**src/rtl/issue_stage_pkg.sv**
```systemverilog
// Shared micro-op types for the issue stage: decoded uop, issued uop with operands,
// and the register-value selection used for operand read with writeback bypass.
package issue_stage_pkg;

  typedef logic [4:0]  reg_t;
  typedef logic [31:0] val_t;

  typedef enum logic [2:0] {
    OpAdd, OpSub, OpAnd, OpOr, OpXor, OpLoad, OpStore
  } op_t;

  typedef enum logic [1:0] {
    ExNone, ExIllegal, ExFetchFault
  } ex_t;

  typedef struct packed {
    op_t  op;
    ex_t  ex;
    reg_t rd;
    reg_t rs1;
    reg_t rs2;
    logic imm_valid;
    val_t imm;
  } dec_t;

  typedef struct packed {
    dec_t dec;
    val_t op_a;
    val_t op_b;
    val_t st_data;
  } issue_t;

  // r0 is hardwired to zero; a same-cycle writeback overrides the regfile read.
  function automatic val_t reg_value(input reg_t r, input val_t rdata, input logic bypass,
                                     input logic wb_valid, input reg_t wb_rd,
                                     input val_t wb_data);
    if (r == '0) return '0;
    if (bypass && wb_valid && (wb_rd == r)) return wb_data;
    return rdata;
  endfunction

endpackage

```
**src/rtl/issue_scoreboard.sv**
```systemverilog
// Busy-bit scoreboard for pending destination writes. Set wins over clear on the
// same register; lookups see a same-cycle writeback as already complete when bypassing.
module issue_scoreboard
  import issue_stage_pkg::*;
#(
  parameter int unsigned NUM_REGS   = 32,
  parameter bit          BYPASS_WB  = 1'b1,
  parameter int unsigned NUM_LOOKUP = 3
) (
  input  logic                  clk,
  input  logic                  rst,
  input  logic                  set_i,
  input  reg_t                  set_rd_i,
  input  logic                  clr_i,
  input  reg_t                  clr_rd_i,
  input  reg_t [NUM_LOOKUP-1:0] lookup_i,
  output logic [NUM_LOOKUP-1:0] busy_o
);

  logic [NUM_REGS-1:0] busy_q, busy_d;

  always_comb begin
    busy_d = busy_q;
    if (clr_i && (clr_rd_i != '0)) busy_d[clr_rd_i] = 1'b0;
    if (set_i && (set_rd_i != '0)) busy_d[set_rd_i] = 1'b1;
  end

  always_comb begin
    busy_o = '0;
    for (int i = 0; i < NUM_LOOKUP; i++) begin
      busy_o[i] = (lookup_i[i] != '0) && busy_q[lookup_i[i]] &&
                  !(BYPASS_WB && clr_i && (clr_rd_i == lookup_i[i]));
    end
  end

  always_ff @(posedge clk or posedge rst) begin
    if (rst) busy_q <= '0;
    else     busy_q <= busy_d;
  end

endmodule

```
**src/rtl/issue_stage.sv**
```systemverilog
// In-order issue stage: holds one accepted uop (S), waits for its operands to be
// free, then moves it with its read operands into the issue register (O).
module issue_stage
  import issue_stage_pkg::*;
#(
  parameter int unsigned NUM_REGS  = 32,
  parameter bit          BYPASS_WB = 1'b1
) (
  input  logic   clk,
  input  logic   rst,
  input  logic   in_valid,
  output logic   in_ready,
  input  dec_t   in_uop,
  output reg_t   rf_raddr1,
  input  val_t   rf_rdata1,
  output reg_t   rf_raddr2,
  input  val_t   rf_rdata2,
  input  logic   wb_valid,
  input  reg_t   wb_rd,
  input  val_t   wb_data,
  input  logic   flush,
  output logic   out_valid,
  input  logic   out_ready,
  output issue_t out_issue
);

  logic   s_valid_q, s_valid_d;
  dec_t   s_uop_q, s_uop_d;
  logic   o_valid_q, o_valid_d;
  issue_t o_q, o_d;

  logic       no_ex;
  logic       hazard;
  logic       xfer;
  logic [2:0] lk_busy;
  val_t       val1, val2;

  assign no_ex = (s_uop_q.ex == ExNone);

  issue_scoreboard #(
    .NUM_REGS  (NUM_REGS),
    .BYPASS_WB (BYPASS_WB),
    .NUM_LOOKUP(3)
  ) u_scoreboard (
    .clk     (clk),
    .rst     (rst),
    .set_i   (xfer && no_ex),
    .set_rd_i(s_uop_q.rd),
    .clr_i   (wb_valid),
    .clr_rd_i(wb_rd),
    .lookup_i({s_uop_q.rd, s_uop_q.rs2, s_uop_q.rs1}),
    .busy_o  (lk_busy)
  );

  // Exception uops carry no real operands, so they never wait on registers.
  assign hazard   = no_ex && (|lk_busy);
  assign xfer     = s_valid_q && !hazard && (!o_valid_q || out_ready) && !flush;
  assign in_ready = !s_valid_q || xfer;

  assign rf_raddr1 = s_uop_q.rs1;
  assign rf_raddr2 = s_uop_q.rs2;
  assign val1 = reg_value(s_uop_q.rs1, rf_rdata1, BYPASS_WB, wb_valid, wb_rd, wb_data);
  assign val2 = reg_value(s_uop_q.rs2, rf_rdata2, BYPASS_WB, wb_valid, wb_rd, wb_data);

  always_comb begin
    s_valid_d = s_valid_q;
    s_uop_d   = s_uop_q;
    if (xfer) s_valid_d = 1'b0;
    if (in_valid && in_ready) begin
      s_valid_d = 1'b1;
      s_uop_d   = in_uop;
    end
    if (flush) s_valid_d = 1'b0;
  end

  always_comb begin
    o_valid_d = o_valid_q;
    o_d       = o_q;
    if (xfer) begin
      o_valid_d = 1'b1;
      o_d.dec   = s_uop_q;
      if (no_ex) begin
        o_d.op_a    = val1;
        o_d.op_b    = s_uop_q.imm_valid ? s_uop_q.imm : val2;
        o_d.st_data = val2;
      end else begin
        o_d.op_a    = '0;
        o_d.op_b    = '0;
        o_d.st_data = '0;
      end
    end else if (out_ready) begin
      o_valid_d = 1'b0;
      o_d       = '0;
    end
    if (flush) o_valid_d = 1'b0;
  end

  always_ff @(posedge clk or posedge rst) begin
    if (rst) begin
      s_valid_q <= 1'b0;
      s_uop_q   <= '0;
      o_valid_q <= 1'b0;
      o_q       <= '0;
    end else begin
      s_valid_q <= s_valid_d;
      s_uop_q   <= s_uop_d;
      o_valid_q <= o_valid_d;
      o_q       <= o_d;
    end
  end

  assign out_valid = o_valid_q;
  assign out_issue = o_q;

endmodule

```
**config.mk**
```make
export PLATFORM = sky130hd
export DESIGN_NAME = issue_stage
export DESIGN_NICKNAME = d
export VERILOG_FILES = /design/src/rtl/issue_stage_pkg.sv /design/src/rtl/issue_scoreboard.sv /design/src/rtl/issue_stage.sv
export SDC_FILE = /design/constraint.sdc
export NUM_CORES = 1
export LEC_CHECK = 0
export CAP_MARGIN = 30
export CORE_MARGIN = 8
export CORE_UTILIZATION = 49
export CTS_BUF_LIST = sky130_fd_sc_hd__clkbuf_16
export CTS_CLUSTER_SIZE = 28
export DETAILED_ROUTE_END_ITERATION = 7
export PLACE_DENSITY = 0.93
export SYNTH_ARGS = -nofsm -noshare
export SYNTH_HDL_FRONTEND = slang
export SYNTH_SLANG_ARGS = --single-unit
export TNS_END_PERCENT = 100
```
**constraint.sdc**
```tcl
create_clock -name clk -period 9.2 [get_ports clk]
set_input_delay 1.84 -clock clk [delete_from_list [all_inputs] [get_ports clk]]
set_output_delay 1.84 -clock clk [all_outputs]
set_load 0.05 [all_outputs]
```
==> reports/qor.txt <==
top cell family by delay on the critical path -> buffers and inverters
Syn-to-layout area delta -> 35.9%
layout cells sized above 1 -> 0.0776
setup violators final -> 0
unique cell type count in the Yosys netlist -> 54
GP Congestion -> 0.953
clock slew at reported path FFs -> 0.06 ns
dpl ws -> 2.09 ns
hpwl dp -> 28400 um
sequential cell area fraction in the yosys report -> 0.511
# fillers -> 1688
EDFF count, synth -> 0
synth top area cells -> dfrtp_1 (51%), mux2i_1 (7.1%), mux2_1 (4.9%)
max_slew headroom -> 0.367
area of the multi-input gates -> 4930 sq um
Final Cycle Share -> 0.775
Max stage delay on crit path -> 0.80 ns
row count -> 56
via count -> 9886
maximum vdd drop -> 0.113 mV
Hold/Removal Path Class -> reg2reg
Pwr Density -> 207 nW/um^2
kind of critical path -> in2out
RSZ-0062 raised after global routing -> no
Synth Flop Type -> dfrtp_1
Max clock buf depth -> 3
area leader, netlist -> dfrtp_1
Starting Density -> 0.496
grt ovf -> 0
global-route wire length before repair -> 61000 um
worst path bufs/invs -> 3
sequential share of power -> 0.402
Post-synth top cells -> dfrtp_1 (236), mux2i_1 (82), clkbuf_1 (67)
Root Buffer -> clkbuf_16
GR Util met2 -> 0.410
Ys Warns -> 0
die area -> 28800 sq um
clock latency on the worst-skew pair -> 0.53 ns
Worst-Margin Slew -> 0.950 ns
Finished Layout Cells -> 1621
Max-cap violations -> 0
Core ar. -> 23300 sq um
Final Net Count -> 1442
initial antenna violation count -> 1
synthesized instance count -> 1026
Residual DRC -> 0
DRT antenna net count -> 0
Slew Limit Fails -> 0
Avg Cell Area, Syn -> 11.3 sq um
Startpoint Class -> input pin
top cell type's share of synthesized area -> 0.511
Psw -> 0.00115 W
Comb pwr share -> 0.282
outcome -> completed
GRT met3 Usage -> 0.0528
H-tree depth -> 1
clock sinks -> 236
drt total wl -> 40100 um
LEAKAGE -> 6.29 nW
crit-path cells -> clkdlybuf4s50_1 > xor2_1 > nor4_1 > and3_2 > buf_4 > a21oi_2 > o31ai_4 > nand2_1 > nand2_1 > clkdlybuf4s50_1
1st-pass router iterations -> 5
Arr. time, crit path -> 5.29 ns
All-Layer GR Usage -> 0.270
I/O Buffers -> 320
clock share of power -> 0.315
Yosys reg bits -> 236
Internal Pwr Total -> 0.00210 W
DP Cell Count -> 1571
cts bufs inserted -> 26
hold buffer count at CTS -> 0
DRT iter0 DRCs -> 1072
crit-path max FO -> 33
DIE HEIGHT -> 170 um
fmax -> 140 MHz
die width -> 170 um
worst setup margin -> 2.07 ns
Avg WL per Cell -> 24.7 um
Mapped Nets -> 1186
setup tns final -> 0 ns
Ports -> 321
Fin Clk Skew -> 0.0165 ns
count leader, synth -> dfrtp_1
largest net degree at the start of global routing -> 83
required time worst endpoint -> 7.36 ns
number of global-route vias before repair -> 10000
setup bufs post-CTS -> 0
Net Sw Frac -> 0.353
TritonCTS clock tree -> done
min Tclk post-route -> 7.13 ns
Async SR Flop Fraction -> 1.00
met1 Use GR -> 0.371
grt peak-use layer -> met2
Worst setup EP type -> output port
final hold violations -> 0
drt via density -> 6.10
register area -> 5910 sq um
Slowest cell on crit path -> clkdlybuf4s50_1
post-synthesis cell area -> 11600 sq um
Gates resized, CTS repair -> 0
-- sequential cells by signal (all words and copies together), names as in the netlist --
register             cells
out_valid                1
rf_raddr1                5
s_uop_q                 43
rf_raddr2                5
u_scoreboard.busy_q     32
out_issue              149
s_valid_q                1
-- cells in the final DEF (no fill, tap or decap), drive strengths merged, types with 17 or more instances in the layout --
cell type	n
o32ai	51
a21oi	38
o31ai	17
clkbuf	26
buf	19
o21ai	33
mux2	57
o2bb2ai	64
nor2	41
inv	59
a22o	35
nor3	37
clkdlybuf4s50	319
nand2	62
mux2i	82
dfrtp	236
-- area by class of cell --
cell class | count | area share
Sequential cell | 236 | 0.376
Inverter | 56 | 0.0139
Antenna cell | 1 | 0.000159
Clock buffer | 26 | 0.0414
Timing Repair Buffer | 338 | 0.218
Tap cell | 319 | 0.0254
Multi-Input combinational cell | 624 | 0.314
Clock inverter | 21 | 0.0117
-- logic make-up (layout without fill, tap and decap cells) --
kind of cell / Yosys count / after routing / synth area share
AND/OR/NAND/NOR: 185 / 185 / 0.0790
multiplexers: 153 / 153 / 0.154
buffers and inverters: 166 / 441 / 0.0643
flip-flops: 236 / 236 / 0.511
AO/OA/AOI/OAI: 271 / 271 / 0.181
other: 0 / 1 / 0
XOR/XNOR: 15 / 15 / 0.0114
-- stage by stage --
step           area [sq um]  utilization  power [W]  hold WS [ns]
3_5_place_dp          14800        0.636    0.00223         0.412
5_1_grt               15700        0.673    0.00337         0.447
4_1_cts               15700        0.671    0.00325         0.423
2_1_floorplan         11600            -    0.00189         0.464
3_3_place_gp          14800        0.632    0.00220         0.411
6_report              15700        0.673    0.00325         0.426
-- power groups by stage --
| stage | clock network (W) | registers [W] | logic, W |
|---|---|---|---|
| 6_report | 0.00102 | 0.00131 | 0.000916 |
| 5_1_grt | 0.00108 | 0.00132 | 0.000971 |
| 4_1_cts | 0.00103 | 0.00130 | 0.000912 |
| 3_5_place_dp | 0 | 0.00132 | 0.000908 |
| 3_3_place_gp | 0 | 0.00132 | 0.000882 |
| 2_1_floorplan | 0 | 0.00139 | 0.000506 |
-- per-layer routing --
| metal | vias up | routed length, um |
|---|---|---|
| met1 | 4906 | 16400 |
| met2 | 574 | 18500 |
| met5 | - | 0 |
| met3 | 98 | 3530 |
| li1 | 4308 | - |
| met4 | 0 | 1610 |
-- path summary, 6_finish.rpt --
| check | cells after the start | from | slack [ns] | end |
|---|---|---|---|---|
| min in group asynchronous | 2 | rst | 1.78 | out_issue[141] |
| max reg2reg | 9 | rf_raddr1[0] | 5.17 | out_issue[24] |
| min | 0 | u_scoreboard.busy_q[0] | 0.43 | u_scoreboard.busy_q[0] |
| min reg2reg | 0 | u_scoreboard.busy_q[0] | 0.43 | u_scoreboard.busy_q[0] |
| max in group asynchronous | 4 | rst | 6.38 | u_scoreboard.busy_q[7] |
| max | 10 | wb_rd[4] | 2.07 | in_ready |
Note: power is estimated with default switching activity, not from simulation.
